===== src/rtl/rst_seq_pkg.sv =====
// Shared types and elaboration helpers for the reset sequencer.
package rst_seq_pkg;

  typedef enum logic [1:0] {
    SYNC    = 2'd0,
    HOLD    = 2'd1,
    RELEASE = 2'd2,
    RUN     = 2'd3
  } rst_seq_state_e;

  function automatic int cnt_width(input int min_assert, input int gap);
    int m;
    m = (min_assert > gap) ? min_assert : gap;
    return $clog2(m + 1);
  endfunction

  function automatic int idx_width(input int channels);
    return (channels > 1) ? $clog2(channels) : 1;
  endfunction

  function automatic bit params_legal(input int stages, input int channels,
                                      input int min_assert, input int gap);
    return (stages >= 2) && (channels >= 1) && (min_assert >= 1) && (gap >= 1);
  endfunction

endpackage


===== src/rtl/rst_deassert_sync.sv =====
// Reset deassertion synchroniser: clears asynchronously, shifts in 1 per edge.
// Output is the last flop of a STAGES-deep chain.
module rst_deassert_sync #(
  parameter int STAGES = 2
) (
  input  logic i_clk,
  input  logic i_rst_n,
  output logic o_sync
);

  logic [STAGES-1:0] r_chain;

  always_ff @(posedge i_clk or negedge i_rst_n) begin
    if (!i_rst_n) begin
      r_chain <= '0;
    end else begin
      r_chain <= {r_chain[STAGES-2:0], 1'b1};
    end
  end

  assign o_sync = r_chain[STAGES-1];

endmodule


===== src/rtl/rst_seq_ctrl.sv =====
// Reset sequencer: async assert, synchronised deassert, then per-channel
// release in index order with a fixed gap; software request restarts it.
module rst_seq_ctrl
  import rst_seq_pkg::*;
#(
  parameter int STAGES     = 2,
  parameter int CHANNELS   = 3,
  parameter int MIN_ASSERT = 4,
  parameter int GAP        = 3
) (
  input  logic                RSTSEQ_CLK,
  input  logic                RSTSEQ_RST,
  input  logic                RSTSEQ_SW_RST,
  output logic [CHANNELS-1:0] RSTSEQ_OUT,
  output logic                RSTSEQ_DONE
);

  localparam int CNT_W = cnt_width(MIN_ASSERT, GAP);
  localparam int IDX_W = idx_width(CHANNELS);

  if (!params_legal(STAGES, CHANNELS, MIN_ASSERT, GAP)) begin : g_bad_params
    $error("rst_seq_ctrl: illegal STAGES/CHANNELS/MIN_ASSERT/GAP");
  end

  rst_seq_state_e      r_state;
  logic [CNT_W-1:0]    r_cnt;
  logic [IDX_W-1:0]    r_idx;
  logic [CHANNELS-1:0] r_out;
  logic                r_done;
  logic                w_sync;
  logic [CHANNELS-1:0] w_idx_onehot;

  rst_deassert_sync #(.STAGES(STAGES)) u_sync (
    .i_clk   (RSTSEQ_CLK),
    .i_rst_n (RSTSEQ_RST),
    .o_sync  (w_sync)
  );

  assign w_idx_onehot = CHANNELS'(1) << r_idx;

  // The sync-exit edge is the first hold count (counter is still 0 in SYNC),
  // so MIN_ASSERT == 1 releases channel 0 straight out of SYNC.
  always_ff @(posedge RSTSEQ_CLK or negedge RSTSEQ_RST) begin
    if (!RSTSEQ_RST) begin
      r_state <= SYNC;
      r_cnt   <= '0;
      r_idx   <= '0;
      r_out   <= '0;
      r_done  <= 1'b0;
    end else if (RSTSEQ_SW_RST && (r_state != SYNC)) begin
      r_state <= HOLD;
      r_cnt   <= '0;
      r_idx   <= '0;
      r_out   <= '0;
      r_done  <= 1'b0;
    end else begin
      case (r_state)
        SYNC, HOLD: begin
          if ((r_state == HOLD) || w_sync) begin
            if (r_cnt == CNT_W'(MIN_ASSERT - 1)) begin
              r_out[0] <= 1'b1;
              r_cnt    <= '0;
              if (CHANNELS == 1) begin
                r_state <= RUN;
                r_done  <= 1'b1;
              end else begin
                r_state <= RELEASE;
                r_idx   <= IDX_W'(1);
              end
            end else begin
              r_state <= HOLD;
              r_cnt   <= r_cnt + CNT_W'(1);
            end
          end
        end
        RELEASE: begin
          if (r_cnt == CNT_W'(GAP - 1)) begin
            r_out <= r_out | w_idx_onehot;
            r_cnt <= '0;
            if (r_idx == IDX_W'(CHANNELS - 1)) begin
              r_state <= RUN;
              r_done  <= 1'b1;
            end else begin
              r_idx <= r_idx + IDX_W'(1);
            end
          end else begin
            r_cnt <= r_cnt + CNT_W'(1);
          end
        end
        RUN: begin
          r_cnt <= '0;
        end
        default: begin
          r_state <= SYNC;
        end
      endcase
    end
  end

  assign RSTSEQ_OUT  = r_out;
  assign RSTSEQ_DONE = r_done;

endmodule


===== config.mk =====
export PLATFORM = sky130hd
export DESIGN_NAME = rst_seq_ctrl
export DESIGN_NICKNAME = d
export VERILOG_FILES = /design/src/rtl/rst_seq_pkg.sv /design/src/rtl/rst_deassert_sync.sv /design/src/rtl/rst_seq_ctrl.sv
export SDC_FILE = /design/constraint.sdc
export NUM_CORES = 1
export LEC_CHECK = 0
export CORE_MARGIN = 3
export CORE_UTILIZATION = 49
export CTS_CLUSTER_SIZE = 14
export DETAILED_ROUTE_END_ITERATION = 7
export MAX_ROUTING_LAYER = met4
export PLACE_DENSITY = 0.83
export SETUP_SLACK_MARGIN = 0.05
export SYNTH_ARGS = -nofsm -noshare
export SYNTH_HDL_FRONTEND = slang
export SYNTH_HIERARCHICAL = 1
export SYNTH_SLANG_ARGS = --single-unit

===== constraint.sdc =====
create_clock -name RSTSEQ_CLK -period 1.55 [get_ports RSTSEQ_CLK]
set_input_delay 0.31 -clock RSTSEQ_CLK [delete_from_list [all_inputs] [get_ports RSTSEQ_CLK]]
set_output_delay 0.31 -clock RSTSEQ_CLK [all_outputs]
set_load 0.03 [all_outputs]

Yosys cells after proc, flatten, opt, wreduce, memory -nomap -nowiden
Index checks and enable logic that the tools add are counted.
{"block": "word_totals", "word_cells": 63, "inputBits": 3, "reg_bits": 13}
{"block": "op_classes", "n_reduce_logical": 14, "add_sub_neg": 2, "eq_ne": 11, "bitwise": 1, "n_mux": 27, "shifts": 1}
{"operator": "$mux W2", "n": 11}
{"operator": "$mux W3", "n": 6}
{"operator": "$ne A3 B3 Y1 const B", "n": 5}
{"operator": "$pmux W3 S3", "n": 1}
{"operator": "$pmux W2 S2", "n": 2}
{"operator": "$reduce_and A4 Y1", "n": 2}
{"operator": "$reduce_bool A2 Y1", "n": 4}
{"operator": "$eq A2 B2 Y1 const B", "n": 3}
{"operator": "$eq A3 B2 Y1 const B", "n": 2}
{"operator": "$mux W1", "n": 6}
{"operator": "$reduce_and A5 Y1", "n": 1}
{"operator": "$add A3 B1 Y3 const B", "n": 1}
{"operator": "$or A3 B3 Y3", "n": 1}
{"operator": "$reduce_and A3 Y1", "n": 1}
{"operator": "$reduce_bool A3 Y1", "n": 1}
{"operator": "$shl A1 B2 Y3 const A", "n": 1}
{"operator": "$add A2 B1 Y2 const B", "n": 1}
{"operator": "$eq A2 B1 Y1 const B", "n": 1}
{"operator": "$logic_not A2 Y1", "n": 1}
{"operator": "$pmux W1 S2", "n": 1}
{"operator": "$reduce_and A2 Y1", "n": 1}
{"operator": "$reduce_or A2 Y1", "n": 1}
{"operator": "$logic_and A1 B1 Y1", "n": 1}
{"operator": "$logic_or A1 B1 Y1", "n": 1}

Depth between registers and ports, before layout
Gate-level depths: netlist of run 1.
{"block": "logic_depth", "word_depth": 5, "ltp_mapped": 7, "ltp_nobuf": 7}

Hierarchy
Netlist of run 1, hierarchy kept.
{"module": "rst_seq_ctrl", "area_per_inst_um2": 743.2, "instances": 1, "cells_per_inst": 84}
{"module": "rst_deassert_sync", "area_per_inst_um2": 53.8, "instances": 1, "cells_per_inst": 3}

Worst setup path after synthesis of run 1
Ideal clock, no wire load.
{"block": "synth_path", "path_kind": "flip-flop to flip-flop", "start": "register r_cnt[0]", "end": "register r_idx[0]", "n_path_buf": 0, "t_arrival_ps": 1435, "synth_period_minus_slack_ps": 1525, "path_slack_ps": 25, "path_stages_with_launch": 7, "setup_ps": 90, "path_cell_list": "dfrtp_1 ha_1 ha_1 nand2b_4 a21boi_0 or4_1 o221ai_1"}
{"block": "synth_via", "elab_chain_len": 3, "elab_cells_between_ends": 5, "cone_classes": "eq/ne: 4; reduce/logical: 1"}
{"item": "from (decl)", "line_no": "rst_seq_ctrl.sv:26", "text": "logic [CNT_W-1:0] r_cnt;"}
{"item": "from (signal assigned)", "line_no": "rst_seq_ctrl.sv:72", "text": "r_cnt <= r_cnt + CNT_W'(1);"}
{"item": "from (signal assigned)", "line_no": "rst_seq_ctrl.sv:87", "text": "r_cnt <= r_cnt + CNT_W'(1);"}
{"item": "$eq A3 B2 Y1, on equally long branches", "line_no": "rst_seq_ctrl.sv:60, rst_seq_ctrl.sv:77"}
{"item": "$ne A3 B3 Y1 (no source line)"}
{"item": "$reduce_and A5 Y1 (no source line) (*)"}
{"item": "to (signal assigned)", "line_no": "rst_seq_ctrl.sv:84", "text": "r_idx <= r_idx + IDX_W'(1);"}
{"item": "to (decl)", "line_no": "rst_seq_ctrl.sv:27", "text": "logic [IDX_W-1:0] r_idx;"}
Every way passes the cells marked *; elsewhere a longest branch is shown, timed or not.
A chain may end at the register's enable or synchronous reset.

Worst setup path after layout of run 1
Ends and elaborated chain as after synthesis.

==> results of run 1 <==
cells by family (layout without fill, tap and decap cells):
group | after synthesis | after routing | synth area share
compound gates | 29 | 29 | 0.2339
flops | 13 | 13 | 0.4082
buf+inv | 15 | 29 | 0.08006
other cells | 1 | 1 | 0.004705
mux | 1 | 1 | 0.01256
fa+ha+maj | 7 | 7 | 0.1099
simple gates | 21 | 21 | 0.1507
critical path, delay by kind of cell, from the launching register on:
kind,cells,cell delay [ps]
AND/OR/NAND/NOR,2,650
flip-flops,1,400
adder cells (fa/ha/maj),1,190
AO/OA/AOI/OAI,2,160
buffers and inverters,1,80
final timing paths:
kind	startpoint	endpoint	cells after the start
max in group asynchronous	RSTSEQ_RST	RSTSEQ_DONE	2
min in group RSTSEQ_CLK	u_sync/r_chain[0]	u_sync/r_chain[1]	0
max	r_cnt[0]	r_idx[0]	6
max reg2reg	r_cnt[0]	r_idx[0]	6
min	RSTSEQ_RST	r_cnt[2]	2
min reg2reg	u_sync/r_chain[0]	u_sync/r_chain[1]	0
report_power, final:
part	internal (mW)	switching, mW	leakage [nW]	total [mW]
registers	0.383	0.0640	0.168	0.447
logic	0.183	0.179	0.248	0.362
clock network	0.0999	0.111	0.0150	0.211
cells in the final DEF (no fill, tap or decap), drive strengths merged:
cell and n:
o21ai 12, o31a 1, conb 1, nor3 3, mux2i 1, clkdlybuf4s50 2, a21boi 1, dfrtp 13
nand2b 2, ha 7, nand2 4, a21o 1, nor2b 3, o32ai 1, o22ai 5, buf 9
dlygate4sd2 4, nor4b 1, o221ai 1, nand3 1, or4 1, a2bb2oi 3, nor2 5, a21oi 4
or3 1, clkbuf 4, inv 10
cell type report:
class / count / area [um^2]
clock buffers: 4 / 26.28
fillers: 115 / 434.2
inverters: 10 / 37.54
multi-input cells: 59 / 450.4
flip-flops and latches: 13 / 325.3
well taps: 15 / 18.77
repair buffers: 15 / 122.6
per-stage QoR:
stage               power (mW)  setup TNS (ps)
floorplan               0.6533               0
global placement        0.7449          -218.4
detailed placement      0.7567          -272.0
CTS                     0.9913               0
global route             1.080          -125.7
finish                   1.021          -16.19
per-layer routing:
layer,share of wire,GRT usage
met5,0,-
met4,0.022,0.08523
met3,0.065,0.03516
met2,0.47,0.3159
met1,0.44,0.2627
state kept, by name, summed over array words and instances, names as in the netlist:
name / count
RSTSEQ_DONE: 1
r_state: 2
r_idx: 2
u_sync/r_chain: 2
RSTSEQ_OUT: 3
r_cnt: 3
repair_timing:
action,4_1_cts,5_1_grt
hold endpoints to repair,0,0
gates resized for setup,8,5
setup endpoints to repair,5,9
hold buffers,0,0
cloned,0,0
pin swaps,0,0
setup buffers,1,0
==> flow_metrics.py, run 1 <==
metrics = {
    "placed_design": {
        "place_congestion": 0.8339,
        "dp_cells": 111,
        "placed_area_um2": 912.1,
        "dp_hpwl_mm": 1.135,
        "pre_cts_slack_ps": -143.5,
        "io_buffers": 6,
    },
    "cells_and_area": {
        "stdcell_area_um2": 980.9,
        "instances_no_fill": 116,
        "drive_gt1_frac": 0.2376,
        "nets": 112,
        "area_delta_synth_final_pct": 23.08,
        "diodes": 0,
        "final_util": 0.6932,
    },
    "critical_path": {
        "r2r_setup_slack_ps": -20,
        "start_kind": "register",
        "path_cells": "inv_1 -> ha_2 -> nor2b_4 -> o22ai_2 -> or4_1 -> o221ai_1",
        "cp_max_fo": 4,
        "cpPeakStageDelay_ps": 470,
        "cp-end-kind": "register",
        "critPathRequiredTime_ps": 1740,
        "slowest_stage": "or4_1",
        "crit_arrival_ps": 1760,
        "crit_type": "register to register",
    },
    "floorplanning": {
        "start_util": 0.5632,
        "num_rows": 13,
        "die_area_um2": 2146,
        "die_x_um": 46.33,
        "io_pins": 7,
        "die_y_um": 46.33,
        "core_area_um2": 1415,
    },
    "detailed_routing": {
        "drt_wl_total_mm": 1.788,
        "drt_pass1_iterations": 4,
        "drc": 0,
        "vias_per_cell": 5.991,
        "wl_per_cell_um": 15.41,
        "num_vias": 695,
        "drt_iter0_drc": 27,
        "postRouteAntennaNets": 0,
    },
    "timing": {
        "setup_violations": 1,
        "finalHoldViolCount": 0,
        "fin_crit_sh": 1.010,
        "slew_headroom": 0.6642,
        "fmax_mhz": 638.5,
        "worst_slew_pin_slew_ps": 503.7,
        "period_minus_slack_ps": 1566,
        "skew_ps": 0.7220,
        "slew_viol_final": 0,
        "fin_hold_ws_ps": 330.9,
        "setup_slack_ps": -16.19,
        "rsz0062_at_grt": "yes",
    },
    "clocking": {
        "htreeDepth": 1,
        "cts_tree": "built",
        "cts_buffer_depth": 2,
        "clk_pin_slew_ps": 80,
        "clkSinkCount": 13,
        "clkLatencyLatePin_ps": 280,
        "cts_root_buf": "clkbuf_4",
        "cts_buffers": 3,
    },
    "power_and_ir_drop": {
        "ir_worst_vdd_v": 0.0005933,
        "p_per_area_nw_per_um2": 1040,
        "p_leak_nw": 0.4309,
    },
    "synthesis": {
        "yosys_warnings": 6,
        "yosys.area.top_type": "dfrtp_1",
        "synth_top_area_frac": 0.4082,
        "synthesis.area_um2": 797.0,
        "ys_seq_area_frac": 0.4082,
        "ys_top_cells_by_area": "dfrtp_1 (41%), ha_1 (11%), o21ai_0 (6.3%), inv_1 (4.7%), o22ai_1 (3.9%)",
        "yosys_register_bits": 13,
        "syn-num-nets": 97,
        "synthCells": 87,
        "synth-edff-count": 0,
        "syn-mean-instance-area_um2": 9.161,
        "ys_types": 29,
        "synth_most_common_cell": "dfrtp_1",
        "ys_top_cells_by_count": "dfrtp_1 (13), inv_1 (10), o21ai_0 (10)",
        "synthFlopType": "dfrtp_1",
        "async_flop_share": 1.000,
    },
    "global_routing": {
        "grt_max_degree": 17,
        "grt_pass1_vias": 677,
        "overflow": 0,
        "antenna_found_initial": 0,
        "grtUsageTotal": 0.2048,
        "grt_first_pass_wirelength_mm": 2.994,
    },
    "status": {
        "run_status": "complete, but fails checks",
        "violations": "negative setup slack",
    },
    "job": {
        "drv_cap": 0,
    },
    "min_path": {
        "min_path_type": "input port to asynchronous set/reset pin",
    },
}
Power figures use the tool's default switching activity.
==> run 2, diff against run 1 <==
- CAP_MARGIN: not set -> 0
==> results of run 2 <==
Final layout, timing and power as in run 1 (identical DEF).
